`config.mk`:
```
export PLATFORM = sky130hd
export DESIGN_NAME = fc2_ctrl
export DESIGN_NICKNAME = d
export VERILOG_FILES = /design/src/rtl/fc2_pkg.sv /design/src/rtl/fc2_ctrl_sig_delay.sv /design/src/rtl/fc2_ctrl.sv
export SDC_FILE = /design/constraint.sdc
export NUM_CORES = 1
export LEC_CHECK = 0
export CAP_MARGIN = 15
export CORE_MARGIN = 2
export CORE_UTILIZATION = 43
export DETAILED_ROUTE_END_ITERATION = 7
export PLACE_DENSITY = 0.59
export SYNTH_ARGS = -nofsm -noshare
export SYNTH_HDL_FRONTEND = slang
export SYNTH_SLANG_ARGS = --single-unit
```
`constraint.sdc`:
```
create_clock -name clk -period 4.82 [get_ports clk]
set_input_delay 0.964 -clock clk [delete_from_list [all_inputs] [get_ports clk]]
set_output_delay 0.964 -clock clk [all_outputs]
set_load 0.01 [all_outputs]
```
`src/rtl/fc2_pkg.sv`:
```
// fc2_pkg: shared constants and state encoding for the fc2 sequencer.
// FC2_ADDR_PIPE_EN adds one address register stage and lengthens the delays.
package fc2_pkg;

  localparam int IN_NUM  = 120;
  localparam int OUT_GRP = 7;

`ifdef FC2_ADDR_PIPE_EN
  localparam int CLR_DLY = 6;
  localparam int WR_DLY  = 10;
`else
  localparam int CLR_DLY = 5;
  localparam int WR_DLY  = 9;
`endif

  localparam int IDX_W  = $clog2(IN_NUM);
  localparam int GRP_W  = $clog2(OUT_GRP);
  localparam int ADDR_W = $clog2(IN_NUM * OUT_GRP);

  typedef enum logic [2:0] {
    ST_IDLE = 3'b001,
    ST_RUN  = 3'b010,
    ST_DONE = 3'b100
  } state_t;

endpackage

```
`src/rtl/fc2_ctrl_sig_delay.sv`:
```
// sig_delay: reset-cleared shift register, DEPTH stages of WIDTH bits.
// Used to align raw controls with the datapath latency.
module sig_delay #(
  parameter int DEPTH = 1,
  parameter int WIDTH = 1
) (
  input  logic             clk,
  input  logic             rst,
  input  logic [WIDTH-1:0] d,
  output logic [WIDTH-1:0] q
);

  logic [WIDTH-1:0] sr [DEPTH];

  // shift one stage per cycle, clear everything on reset
  always_ff @(posedge clk or posedge rst) begin
    if (rst) begin
      for (int i = 0; i < DEPTH; i++)
        sr[i] <= '0;
    end else begin
      sr[0] <= d;
      for (int i = 1; i < DEPTH; i++)
        sr[i] <= sr[i-1];
    end
  end

  assign q = sr[DEPTH-1];

endmodule

```
`src/rtl/fc2_ctrl.sv`:
```
// fc2_ctrl: 120->84 fully connected layer sequencer (7 groups of 12 PEs).
// Optional macro FC2_ADDR_PIPE_EN: extra address register stage.
module fc2_ctrl
  import fc2_pkg::*;
(
  input  logic       clk,
  input  logic       rst,
  input  logic       fc2_start,
  output logic       fc2_busy,
  output logic [6:0] f6_raddr,
  output logic [9:0] w6_raddr,
  output logic       fc2_clr,
  output logic       f7_wr_en,
  output logic [2:0] f7_waddr,
  output logic       fc2_done
);

  state_t state, state_nx;

  logic [IDX_W-1:0]  idx;
  logic [GRP_W-1:0]  grp;
  logic              idx_last;
  logic              grp_last;
  logic              busy;
  logic              raw_clr;
  logic              raw_wr;
  logic              raw_done;

  assign idx_last = (idx == IDX_W'(IN_NUM - 1));
  assign grp_last = (grp == GRP_W'(OUT_GRP - 1));

  // state register
  always_ff @(posedge clk or posedge rst) begin
    if (rst) state <= ST_IDLE;
    else     state <= state_nx;
  end

  // next state and raw control strobes
  always_comb begin
    state_nx = ST_IDLE;
    busy     = 1'b0;
    raw_clr  = 1'b0;
    raw_wr   = 1'b0;
    raw_done = 1'b0;
    case (state)
      ST_IDLE: begin
        if (fc2_start) state_nx = ST_RUN;
      end
      ST_RUN: begin
        busy     = 1'b1;
        raw_clr  = (idx == '0);
        raw_wr   = idx_last;
        state_nx = (idx_last && grp_last) ? ST_DONE : ST_RUN;
      end
      ST_DONE: begin
        busy     = 1'b1;
        raw_done = 1'b1;
        state_nx = ST_IDLE;
      end
      default: state_nx = ST_IDLE;
    endcase
  end

  assign fc2_busy = busy;

  // input index and group counters, parked at 0 outside RUN
  always_ff @(posedge clk or posedge rst) begin
    if (rst) begin
      idx <= '0;
      grp <= '0;
    end else if (state != ST_RUN) begin
      idx <= '0;
      grp <= '0;
    end else if (idx_last) begin
      idx <= '0;
      grp <= grp_last ? '0 : grp + 1'b1;
    end else begin
      idx <= idx + 1'b1;
    end
  end

  logic [ADDR_W-1:0] g_ext;
  logic [ADDR_W-1:0] prod;
  logic [ADDR_W-1:0] sum;

  // grp*119 from shifts; adding idx+grp then gives grp*120+idx
  assign g_ext = ADDR_W'(grp);
  assign prod  = (g_ext << 6) + (g_ext << 5) + (g_ext << 4)
               + (g_ext << 3) - g_ext;
  assign sum   = ADDR_W'(idx) + g_ext;

  logic [IDX_W-1:0]  s1_idx;
  logic [ADDR_W-1:0] s1_sum;
  logic [ADDR_W-1:0] s1_prod;
  logic [IDX_W-1:0]  s2_f6;
  logic [ADDR_W-1:0] s2_w6;

  // two-stage address pipeline
  always_ff @(posedge clk or posedge rst) begin
    if (rst) begin
      s1_idx  <= '0;
      s1_sum  <= '0;
      s1_prod <= '0;
      s2_f6   <= '0;
      s2_w6   <= '0;
    end else begin
      s1_idx  <= idx;
      s1_sum  <= sum;
      s1_prod <= prod;
      s2_f6   <= s1_idx;
      s2_w6   <= s1_sum + s1_prod;
    end
  end

`ifdef FC2_ADDR_PIPE_EN
  logic [IDX_W-1:0]  s3_f6;
  logic [ADDR_W-1:0] s3_w6;

  // extra output register for the address bus
  always_ff @(posedge clk or posedge rst) begin
    if (rst) begin
      s3_f6 <= '0;
      s3_w6 <= '0;
    end else begin
      s3_f6 <= s2_f6;
      s3_w6 <= s2_w6;
    end
  end

  assign f6_raddr = s3_f6;
  assign w6_raddr = s3_w6;
`else
  assign f6_raddr = s2_f6;
  assign w6_raddr = s2_w6;
`endif

  logic [GRP_W:0] wr_d;
  logic [GRP_W:0] wr_q;

  assign wr_d = {raw_wr, grp};

  sig_delay #(.DEPTH(CLR_DLY), .WIDTH(1)) u_clr_dly (
    .clk (clk),
    .rst (rst),
    .d   (raw_clr),
    .q   (fc2_clr)
  );

  sig_delay #(.DEPTH(WR_DLY), .WIDTH(GRP_W + 1)) u_wr_dly (
    .clk (clk),
    .rst (rst),
    .d   (wr_d),
    .q   (wr_q)
  );

  sig_delay #(.DEPTH(WR_DLY), .WIDTH(1)) u_done_dly (
    .clk (clk),
    .rst (rst),
    .d   (raw_done),
    .q   (fc2_done)
  );

  assign f7_wr_en = wr_q[GRP_W];
  assign f7_waddr = wr_q[GRP_W-1:0];

endmodule

```
==> results_dict.tcl <==
set metrics [dict create \
    status "finished, final reports clean" \
    layout_common_cells "dfrtp_1, ha_1, clkdlybuf4s50_1" \
    rsz0062_at_grt "false" \
    cts_htree_levels 3 \
    period_minus_slack_ns 2.736 \
    synth_top_family_by_area "adder cells" \
    cts_tree "built" \
    synth_area_mm2 0.003800 \
    worstSetupPathType "reg2out" \
    holdPathEnd "u_wr_dly.sr[12]" \
    cp.required_ns 3.86 \
    drcViolationCount 0 \
    path_buf_inv 1 \
    power.leakage_nw 2.164 \
    hold_path.class "reg2reg" \
    path_cells "nor3b_1, o21bai_1, clkdlybuf4s50_1" \
    core-area_mm2 0.008636 \
    diodes 0 \
    die_width_um 98.01 \
    r2r-end "s1_prod[8]" \
    slew_headroom_pct 75.62 \
    postCtsResizedCells 0 \
    switching_share_pct 22.23 \
    layout-drive-gt1-share_pct 9.030 \
    cts_sinks 104 \
    totalNegativeSetupSlack_ns 0 \
    io_buffers 26 \
    grt_start_max_net_pins 87 \
    synth-compound-area-share_pct 5.170 \
    cts-buffers-inserted 9 \
    synth.area.mux_share_pct 0 \
    clock.fmax_mhz 365.4 \
    overflow 0 \
    whs_path_depth 0 \
    drv_cap 0 \
    synthCells 262 \
    cts_buffer_depth 2 \
    chipHeight_um 98.01 \
    area_growth_pct 15.08 \
    ctsHoldBuffers 0 \
    grt_pass1_wl_um 9328 \
    setup_viol 0 \
    drv_slew 0 \
    skew_ns 0.008734 \
    row_count 34 \
    clk_pin_slew_worst_paths_ns 0.10 \
    power_density_mw_per_mm2 319.8 \
    worst_slew_pin_slew_ns 0.3658 \
    fin_util_pct 50.64 \
    synth-seq-cells 104 \
    ant_nets 0 \
    hold-worst-slack_ns 0.3552 \
    power_frac_clock_pct 36.2 \
    hold_viol 0 \
    syn_nets 295 \
    via_per_inst 4.639 \
    switchingPower_mw 0.3108 \
    num-fill-cells 765 \
    hp-start "u_wr_dly.sr[16]" \
    path_delay_family "buffers and inverters" \
    synth_xor_area_share_pct 5.993 \
    cts_setup_buffers 0 \
    synth_warnings 0 \
    drtPass1Iterations 4 \
    pwr-share-seq_pct 62.3 \
    critPathMaxFanout 5 \
    post-dp-hpwl_um 3617 \
    end_kind "output port" \
    start_util_pct 44.00 \
    track_usage_pct 12.61 \
    yosysUniqueCellTypes 36 \
    r2r_start "grp[0]" \
    first_global_vias 1872 \
    drtIter0Drc 54 \
    fin_crit_sh_pct 56.77 \
    cp_slowest_cell "clkdlybuf4s50_1" \
    finalWirelength_um 5282 \
    clkLatencyLatePin_ns 0.36 \
    ir_worst_vdd_uv 133.4 \
    syn_avg_cell_area_um2 14.50 \
    ios 27 \
    root_buffer "clkbuf_8" \
    r2r.worst_path.cells 8 \
    yosys.area_share.adder_pct 10.47 \
    r2r_setup_slack_ns 2.44 \
    layout_commonest_cell "dfrtp_1" \
    grt_antenna_before_repair 0 \
    nNetsFinal 327 \
    cp-start-kind "register" \
    vias 1888 \
    cp_slowest_stage_delay_ns 0.54 \
    yosys.area_share.simple_pct 7.046 \
    p_int_mw 1.088 \
    dieArea_mm2 0.009605 \
    comb_power_share_pct 1.5 \
    ys_seq_area_share_pct 68.52 \
    cp_data_arrival_time_ns 1.77 \
    wl_per_cell_um 12.98 \
    routabilityCongestion 0.7757 \
]
how the worst max path moves through the flow:
stage,start,endpoint,slack [ns],depth (start not counted)
floorplan,rst,f6_raddr[0],1.13,1
global placement,rst,state[0],2.29,3
detailed placement,rst,state[0],2.27,3
CTS,state[2],fc2_busy,2.06,3
global route,state[2],fc2_busy,1.96,3
finish,state[2],fc2_busy,2.08,3
worst register-to-register path, delay by kind of cell, from the launching register on:
kind                       cells  cell delay [ns]
DFF                            1             0.56
buffers and inverters          2             0.24
adders and majority gates      3             1.06
xor gates and xnor gates       1             0.16
AOI/OAI and AO/OA              2             0.24
registers in the layout, indices dropped and copies added, names as in the netlist:
signal and flops:
idx 7, f6_raddr 7, u_wr_dly.q 4, u_wr_dly.sr 32
u_done_dly.sr 8, grp 3, u_clr_dly.q 1, state 3
s1_idx 7, u_clr_dly.sr 4, u_done_dly.q 1, w6_raddr 10
s1_prod 9, s1_sum 8
kinds of logic after synthesis:
kind of cell	after synthesis
flip-flops	104
AND/OR/NAND/NOR	47
AO/OA/AOI/OAI	32
adder cells (fa/ha/maj)	30
XOR/XNOR	26
buffers and inverters	23
per-stage QoR:
stage          instances  power [mW]  setup WS, ns  area [um2]
2_1_floorplan        262      0.9018         1.125        3800
3_3_place_gp         390      0.9082         2.293        4159
3_5_place_dp         390      0.9088         2.267        4159
4_1_cts              406       1.419         2.059        4345
5_1_grt              407       1.466         1.959        4373
6_report             407       1.398         2.084        4373
synth_stat cells:
library cell / instances / share of area, %
dfrtp_1: 103 / 68
nand4_2: 1 / 0.33
xnor2_1: 13 / 3.0
nand4_1: 3 / 0.49
nor4_1: 2 / 0.33
xor2_1: 13 / 3.0
clkbuf_1: 2 / 0.20
buf_4: 3 / 0.59
nor2b_1: 3 / 0.49
nand2_1: 5 / 0.49
nand3_1: 2 / 0.26
o22ai_1: 1 / 0.16
nand3b_1: 1 / 0.20
buf_2: 1 / 0.13
nor3b_2: 2 / 0.66
or2_2: 2 / 0.33
or3b_1: 1 / 0.23
buf_6: 1 / 0.30
o21bai_1: 4 / 0.79
o21ai_0: 4 / 0.53
o211a_1: 1 / 0.26
nand2b_1: 2 / 0.33
nor2_1: 16 / 1.6
fa_1: 3 / 1.6
inv_1: 16 / 1.6
dfstp_2: 1 / 0.69
a21bo_2: 1 / 0.26
a31o_2: 1 / 0.23
o211ai_1: 1 / 0.20
or4b_2: 1 / 0.26
nor3_1: 2 / 0.26
a31oi_1: 1 / 0.16
nor3b_1: 4 / 0.79
ha_1: 27 / 8.9
a21oi_1: 15 / 2.0
a21o_1: 3 / 0.59
power by group through the flow:
stage / logic (mW) / registers [mW] / clock network [mW]
final: 0.0208 / 0.872 / 0.506
after global routing: 0.0253 / 0.872 / 0.569
after CTS: 0.0197 / 0.872 / 0.527
after detailed placement: 0.0197 / 0.889 / 0
after global placement: 0.0191 / 0.889 / 0
after floorplan: 0.0127 / 0.889 / 0
per-layer routing:
metal	global-route usage, %	part of all wire (%)	up-vias	wire, um
li1	-	-	923	-
met1	17.22	48	927	2559
met2	18.28	46	28	2427
met3	3.078	3.0	10	157
met4	7.692	2.6	0	138
met5	0	0	-	0
layout make-up:
| class | instances | area, um2 | area share [%] |
|---|---|---|---|
| Sequential cell | 104 | 2604 | 59.54 |
| Multi-Input combinational cell | 135 | 1090 | 24.92 |
| Tap cell | 108 | 135.1 | 3.090 |
| Clock inverter | 5 | 45.04 | 1.030 |
| Timing Repair Buffer | 28 | 295.3 | 6.753 |
| Clock buffer | 11 | 141.4 | 3.233 |
| Inverter | 16 | 62.56 | 1.431 |
No activity file was read; power rests on OpenSTA's default activity.
